## src/rtl/r2sdf_butterfly.sv

```systemverilog
// r2sdf_butterfly: radix-2 single-path delay-feedback butterfly stage controller
module r2sdf_butterfly #(
    parameter int WIDTH = 24,
    parameter int DELAY = 8,
    parameter int SCALE = 1
) (
    input  logic                    clk,
    input  logic                    rst,
    input  logic                    in_valid,
    output logic                    in_ready,
    input  logic signed [WIDTH-1:0] dataIn_R,
    input  logic signed [WIDTH-1:0] dataIn_I,
    input  logic signed [WIDTH-1:0] shOut_R,
    input  logic signed [WIDTH-1:0] shOut_I,
    output logic signed [WIDTH-1:0] shIn_R,
    output logic signed [WIDTH-1:0] shIn_I,
    output logic signed [WIDTH-1:0] dataOut_R,
    output logic signed [WIDTH-1:0] dataOut_I,
    output logic                    out_valid,
    output logic                    out_sof,
    output logic                    err
);
    localparam int CW = $clog2(2 * DELAY);

    typedef enum logic [1:0] {IDLE, RUN, FLUSH} state_t;

    state_t          state, state_n;
    logic [CW-1:0]   cnt, cnt_n;
    logic            bf_done, bf_done_n;
    logic            run_cyc, flush_cyc, active, phase, last_flush, err_set;
    logic signed [WIDTH-1:0] x_r, x_i;
    logic signed [WIDTH:0]   sum_r, sum_i, dif_r, dif_i;

    function automatic logic signed [WIDTH-1:0] reduce(input logic signed [WIDTH:0] v);
        return SCALE != 0 ? v[WIDTH:1] :
               v[WIDTH] != v[WIDTH-1] ? {v[WIDTH], {(WIDTH-1){~v[WIDTH]}}} : v[WIDTH-1:0];
    endfunction

    // An IDLE cycle with in_valid already carries frame sample 0
    assign run_cyc    = rst && ((state == RUN && !(cnt == '0 && !in_valid)) || (state == IDLE && in_valid));
    assign flush_cyc  = state == FLUSH || (state == RUN && cnt == '0 && !in_valid);
    assign active     = run_cyc || flush_cyc;
    assign phase      = cnt[CW-1];
    assign last_flush = state == FLUSH && cnt == CW'(DELAY - 1);
    assign err_set    = (state == RUN && cnt != '0 && !in_valid) || (state == FLUSH && in_valid);
    assign in_ready   = state != FLUSH;

    assign x_r   = run_cyc && in_valid ? dataIn_R : '0;
    assign x_i   = run_cyc && in_valid ? dataIn_I : '0;
    assign sum_r = {shOut_R[WIDTH-1], shOut_R} + {x_r[WIDTH-1], x_r};
    assign sum_i = {shOut_I[WIDTH-1], shOut_I} + {x_i[WIDTH-1], x_i};
    assign dif_r = {shOut_R[WIDTH-1], shOut_R} - {x_r[WIDTH-1], x_r};
    assign dif_i = {shOut_I[WIDTH-1], shOut_I} - {x_i[WIDTH-1], x_i};

    assign shIn_R = phase ? reduce(dif_r) : x_r;
    assign shIn_I = phase ? reduce(dif_i) : x_i;

    always_comb begin
        state_n   = state == IDLE ? (in_valid ? RUN : IDLE) :
                    state == RUN  ? (cnt == '0 && !in_valid ? FLUSH : RUN) :
                    last_flush    ? IDLE : FLUSH;
        cnt_n     = last_flush || (state == IDLE && !in_valid) ? '0 : cnt + CW'(1);
        bf_done_n = last_flush ? 1'b0 : bf_done || (run_cyc && phase && cnt == '1);
    end

    always_ff @(posedge clk or negedge rst) begin
        if (!rst) begin
            state     <= IDLE;
            cnt       <= '0;
            bf_done   <= 1'b0;
            err       <= 1'b0;
            out_valid <= 1'b0;
            out_sof   <= 1'b0;
            dataOut_R <= '0;
            dataOut_I <= '0;
        end else begin
            state     <= state_n;
            cnt       <= cnt_n;
            bf_done   <= bf_done_n;
            err       <= err || err_set;
            out_valid <= (run_cyc && phase) || (active && !phase && bf_done);
            out_sof   <= run_cyc && cnt == CW'(DELAY);
            if (active) begin
                dataOut_R <= phase ? reduce(sum_r) : shOut_R;
                dataOut_I <= phase ? reduce(sum_i) : shOut_I;
            end
        end
    end
endmodule

```

## config.mk

```make
export PLATFORM = sky130hd
export DESIGN_NAME = r2sdf_butterfly
export DESIGN_NICKNAME = d
export VERILOG_FILES = /design/src/rtl/r2sdf_butterfly.sv
export SDC_FILE = /design/constraint.sdc
export NUM_CORES = 1
export LEC_CHECK = 0
export CAP_MARGIN = 20
export CELL_PAD_IN_SITES_DETAIL_PLACEMENT = 0
export CELL_PAD_IN_SITES_GLOBAL_PLACEMENT = 1
export CORE_ASPECT_RATIO = 1.2
export CORE_MARGIN = 2
export CORE_UTILIZATION = 33
export DETAILED_ROUTE_END_ITERATION = 8
export MAX_ROUTING_LAYER = met4
export PLACE_DENSITY_LB_ADDON = 0.1
export SYNTH_ARGS = -nofsm -noshare
export SYNTH_HDL_FRONTEND = slang
export SYNTH_SLANG_ARGS = --single-unit
```

## constraint.sdc

```tcl
create_clock -name clk -period 8 [get_ports clk]
set_input_delay 2.4 -clock clk [delete_from_list [all_inputs] [get_ports clk]]
set_output_delay 2.4 -clock clk [all_outputs]
set_load 0.02 [all_outputs]
```

After elaboration in Yosys (flattened, before gate mapping)
Index checks and enable logic that the tools add are counted.

word-level totals
  register bits after elaboration = 58
  input port bits = 99

operators by class
  multiplexer cells = 13
  reduce and logical (&&, ||, !) cells = 31
  equal/unequal tests = 6
  $add $sub $neg = 5

operator list
  operator                                       count
  two-way mux 24 bit                             6
  adder 24 x 24 -> 25 bit                        2
  subtractor 24 x 24 -> 25 bit                   2
  logical AND 1 bit                              17
  == test 4 bit, second input constant           2
  logical OR 1 bit                               8
  two-way mux 2 bit                              4
  adder 4 x 1 -> 4 bit, second input constant    1
  == test 4 x 3 -> 1 bit, second input constant  1
  zero test 4 bit                                1
  two-way mux 4 bit                              1
  nonzero test 4 bit                             1
  zero test 1 bit                                3
  == test 2 x 1 -> 1 bit, second input constant  1
  == test 2 bit, second input constant           1
  zero test 2 bit                                1
  two-way mux 1 bit                              2
  != test 2 bit, second input constant           1

Longest topological paths before layout
  word-level depth = 10
  depth in mapped cells = 16
  gate-level depth less buffers = 13

Worst setup path after synthesis
No wires, ideal clock.

  path type = input to output
  start = in rst
  end = out shIn_I[21]
  stages on the path = 15
  setup slack = -0.073 ns
  data required time = 5.600 ns
  arrival time = 5.673 ns
  path buffers = 4
  cell sequence = and3b_1 -> clkbuf_1 -> clkbuf_1 -> buf_1 -> nand2_1 -> ha_1 -> buf_2 -> inv_1 -> o21bai_1 -> a311o_1 -> a22o_1 -> or4_4 -> a31oi_4 -> xnor2_1 -> mux2i_1

between the ends
  longest elaborated chain between the ends = 5

ends and longest elaborated chain
  item                          RTL line  text
  from (decl)                   8         input logic rst,
  logical AND 1 bit *           40        assign run_cyc = rst && ((state == RUN && !(cnt == '0 && !in_valid)) || (state == IDLE && in_valid));
  logical AND 1 bit *           49        assign x_i = run_cyc && in_valid ? dataIn_I : '0;
  two-way mux 24 bit *          49
  subtractor 24 x 24 -> 25 bit  53        assign dif_i = {shOut_I[WIDTH-1], shOut_I} - {x_i[WIDTH-1], x_i};
  two-way mux 24 bit *          56        assign shIn_I = phase ? reduce(dif_i) : x_i;
  to (decl)                     16        output logic signed [WIDTH-1:0] shIn_I,

Every way passes the cells marked *; elsewhere a longest branch is shown, timed or not.

Final worst setup path
Ends and elaborated chain as after synthesis.

==> flow_summary_export.csv <==
group,metric,value,unit
status,status,"complete, no violations",
timing,fmax,127,MHz
worst_setup_path,crit_end,"shIn_I[21]",
clock_network,h-tree-depth,3,
grt,overflow,0,
route,via_count,8802,
power_and_ir_drop,power.share.sequential,20.2,%
power_and_ir_drop,swShare,47.2,%
final_layout,finalCoreUtilization,50.2,%
final_layout,drive_gt1_share,20.4,%
worst_setup_path,regToRegStartpoint,"state[1]",
worst_setup_path,end_kind,"primary output",
route,dr.pass1.iters,5,
power_and_ir_drop,p_sw,1390,µW
worst_setup_path,slowest_delay,500,ps
grt,grt_pass1_vias,8938,
route,vias_per_cell,4.95,
timing,tns,0,ps
logic_synthesis,synth.distinct_cells,85,
worst_setup_path,cp_slowest_cell,"or4_4",
timing,tightest_slew,1030,ps
route,met3WireLength,764,µm
power_and_ir_drop,peakVddDrop,0.000158,V
power_and_ir_drop,intPower,1550,µW
grt,antenna_found_initial,0,
clock_network,cts.sinks,58,
worst_setup_path,rr_worst_depth,14,
logic_synthesis,syn_area,8200,µm²
route,avgRoutedWirePerCell,16.3,µm
clock_network,cts_buffer_depth,2,
final_layout,nNetsFinal,1652,
logic_synthesis,syn_inst,1109,
worst_setup_path,worstSetupPathType,"input port to primary output",
worst_setup_path,worstPathMaxFanout,6,
floorplan,io-pin-count,199,
timing,final.setup_skew,8.11,ps
floorplan,start_util,33.3,%
worst_setup_path,cpMostUsedCell,"buf_4",
route,wl_met1,12.8,mm
worst_setup_path,crit_family,"simple AND/OR/NAND/NOR gates",
worst_setup_path,worstPathCellList,"buf_2, and3b_4, buf_12, buf_4, nand2_2, ha_4, and2_4, and3_4, a21boi_2, or2_4, a22o_4, or4_4, a31oi_4, xnor2_2, mux2i_2, buf_4",
worst_setup_path,required,5600,ps
placed_design,placed_area,11700,µm²
timing,hold_violations,0,
worst_setup_path,r2r_setup_slack,3860,ps
grt,grt_pass1_wl,45.9,mm
clock_network,clk-insertion-delay-late,350,ps
clock_network,numCtsBuffers,9,
floorplan,die_x,148,µm
logic_synthesis,synth_nets,1313,
final_layout,areaGrowthSynthToFinish,50.7,%
floorplan,dieArea,26100,µm²
final_layout,final_common_cell,"buf_4",
timing,setup_violations,0,
power_and_ir_drop,power_leakage,0.00567,µW
logic_synthesis,synth_seq_cells,58,
power_and_ir_drop,powerDensity,238,nW/µm²
logic_synthesis,async_flop_share,100,%
clock_network,cts.reportedPaths.clkPinSlew,60,ps
final_layout,final_cell_mix,"buf_4, clkdlybuf4s50_1, nand2_1",
job,max_cap_viol_count,0,
logic_synthesis,synthFlopType,"dfrtp_1",
route,route.met2.wl,14.9,mm
worst_setup_path,cp.depth,16,
timing,min_period_over_period,98.5,%
final_layout,stdcell_count,1778,
timing,layout_min_cycle_time,7880,ps
placed_design,hpwl,22.9,mm
timing,drv_slew,0,
route,drcViolationCount,0,
worst_setup_path,crit_path_start_kind,"input port",
timing,setup_ws,123,ps
power_and_ir_drop,comb_power_share,66.9,%
placed_design,place_ws,-714,ps
logic_synthesis,ys_seq_area_share,17.7,%
final_layout,antenna_cells,0,
grt,grt_use_total,22.5,%
logic_synthesis,synth_edf_count,0,
floorplan,fp.dieH,177,µm
route,finalWirelength,29.0,mm
placed_design,gp_congestion,0.857,
clock_network,cts_root_buf,"clkbuf_16",
route,drtAntennaViolNets,0,
placed_design,post-place-cells,1749,
clock_network,cts_tree,"built",
placed_design,port_buffers,198,
logic_synthesis,synth_warnings,0,
worst_setup_path,worstPathBufferInverterCount,4,
logic_synthesis,postSynthAreaPerCell,7.40,µm²
worst_setup_path,crit_arrival,5480,ps
min_path,min_path_type,"flip-flop to flip-flop",
floorplan,core-area,24600,µm²
grt,grt_max_degree,99,
power_and_ir_drop,clkPwrFrac,12.9,%
worst_setup_path,startpoint,"rst",
floorplan,rows,63,
route,top_layer,"met4",
timing,timing.slew.headroom,31.4,%
final_layout,design_area,12400,µm²
clock_network,cts_hold_buffers,0,
worst_setup_path,r2r-end,"dataOut_I[21]",
route,drt_iter0_markers,308,
[layout make-up]
cell class,count,area [µm²]
Fill cell,2491,12200
Multi-Input combinational cell,891,6430
Timing Repair Buffer,389,3430
Sequential cell,58,1460
Tap cell,325,407
Inverter,99,372
Clock buffer,11,243
Clock inverter,5,30.0
[cell usage after synthesis, types with 9 or more instances]
cell type  count  area share [%]
a21o_1        18             1.6
a21oi_1       79             4.8
a31oi_1        9            0.69
buf_1         12            0.55
buf_2         10            0.61
clkbuf_1      35             1.6
dfrtp_1       58              18
ha_1         101              15
inv_1         99             4.5
mux2i_1       31             3.8
nand2_1      143             6.5
nand2b_1      21             1.6
nand3_1       20             1.2
nor2_1        70             3.2
nor2b_1       10            0.76
nor3_1        27             1.6
nor3b_1       14             1.3
o21ai_0      110             6.7
o21bai_1      15             1.4
o31ai_1       12             1.1
xnor2_1       68             7.3
xor2_1         9            0.96
[through the flow]
stage | power (µW) | hold slack (ps)
finish | 2940 | 473
floorplan | 1660 | 455
detailed placement | 2560 | 466
global placement | 2550 | 452
CTS | 2940 | 479
global route | 3180 | 505
[layer usage]
layer,up-vias,global-route usage [%]
li1,4533,-
met1,4063,27.0
met2,171,40.5
met3,35,2.22
met4,0,5.79
met5,-,-
[cells by family (layout without fill, tap and decap cells)]
logic type / count (synthesis) / in the layout / share of synthesized area, %
and+or+nand+nor: 356 / 356 / 20.7
adders and majority gates: 105 / 105 / 16.4
buffers and inverters: 160 / 504 / 7.64
DFF: 58 / 58 / 17.7
muxes: 31 / 31 / 3.78
xor gates and xnor gates: 77 / 77 / 8.22
AOI/OAI and AO/OA: 322 / 322 / 25.5
[how the worst min path moves through the flow]
| stage | start | to | slack (ps) | depth (start not counted) |
|---|---|---|---|---|
| finish | dataOut_R[8] | dataOut_R[8] | 470 | 1 |
| global route | dataOut_I[8] | dataOut_I[8] | 500 | 1 |
| CTS | dataOut_R[8] | dataOut_R[8] | 480 | 1 |
| detailed placement | dataOut_R[8] | dataOut_R[8] | 470 | 1 |
| global placement | err | err | 450 | 2 |
| floorplan | cnt[0] | cnt[0] | 450 | 1 |
[timing repair]
item,in CTS,in global routing
resized for setup,72,61
cloned,0,3
endpoints found under the hold margin,0,0
buffers inserted,3,7
endpoints found under the setup margin,34,27
pin swaps,11,20
[flip-flops by register name, indices dropped and copies added (netlist names)]
| signal | flops |
|---|---|
| err | 1 |
| cnt | 4 |
| state | 2 |
| bf_done | 1 |
| dataOut_I | 24 |
| out_valid | 1 |
| out_sof | 1 |
| dataOut_R | 24 |
[power by group through the flow]
stage | clock (µW) | sequential, µW | combinational, µW
2_1_floorplan | 0 | 670 | 993
3_3_place_gp | 0 | 600 | 1950
3_5_place_dp | 0 | 605 | 1950
4_1_cts | 397 | 602 | 1940
5_1_grt | 406 | 625 | 2150
6_report | 380 | 594 | 1970
[worst register-to-register path, stage by stage (launching register included)]
cell and delay, ps:
dfrtp_1 650, and3b_4 340, buf_12 160, nand2_1 100
inv_1 80, buf_4 140, fa_1 400, a21oi_1 290
o21ai_2 170, a22oi_1 430, a21oi_1 200, a221oi_2 370
o31ai_1 150, or4b_1 490, nand3_1 100
No activity file was read; power rests on OpenSTA's default activity.
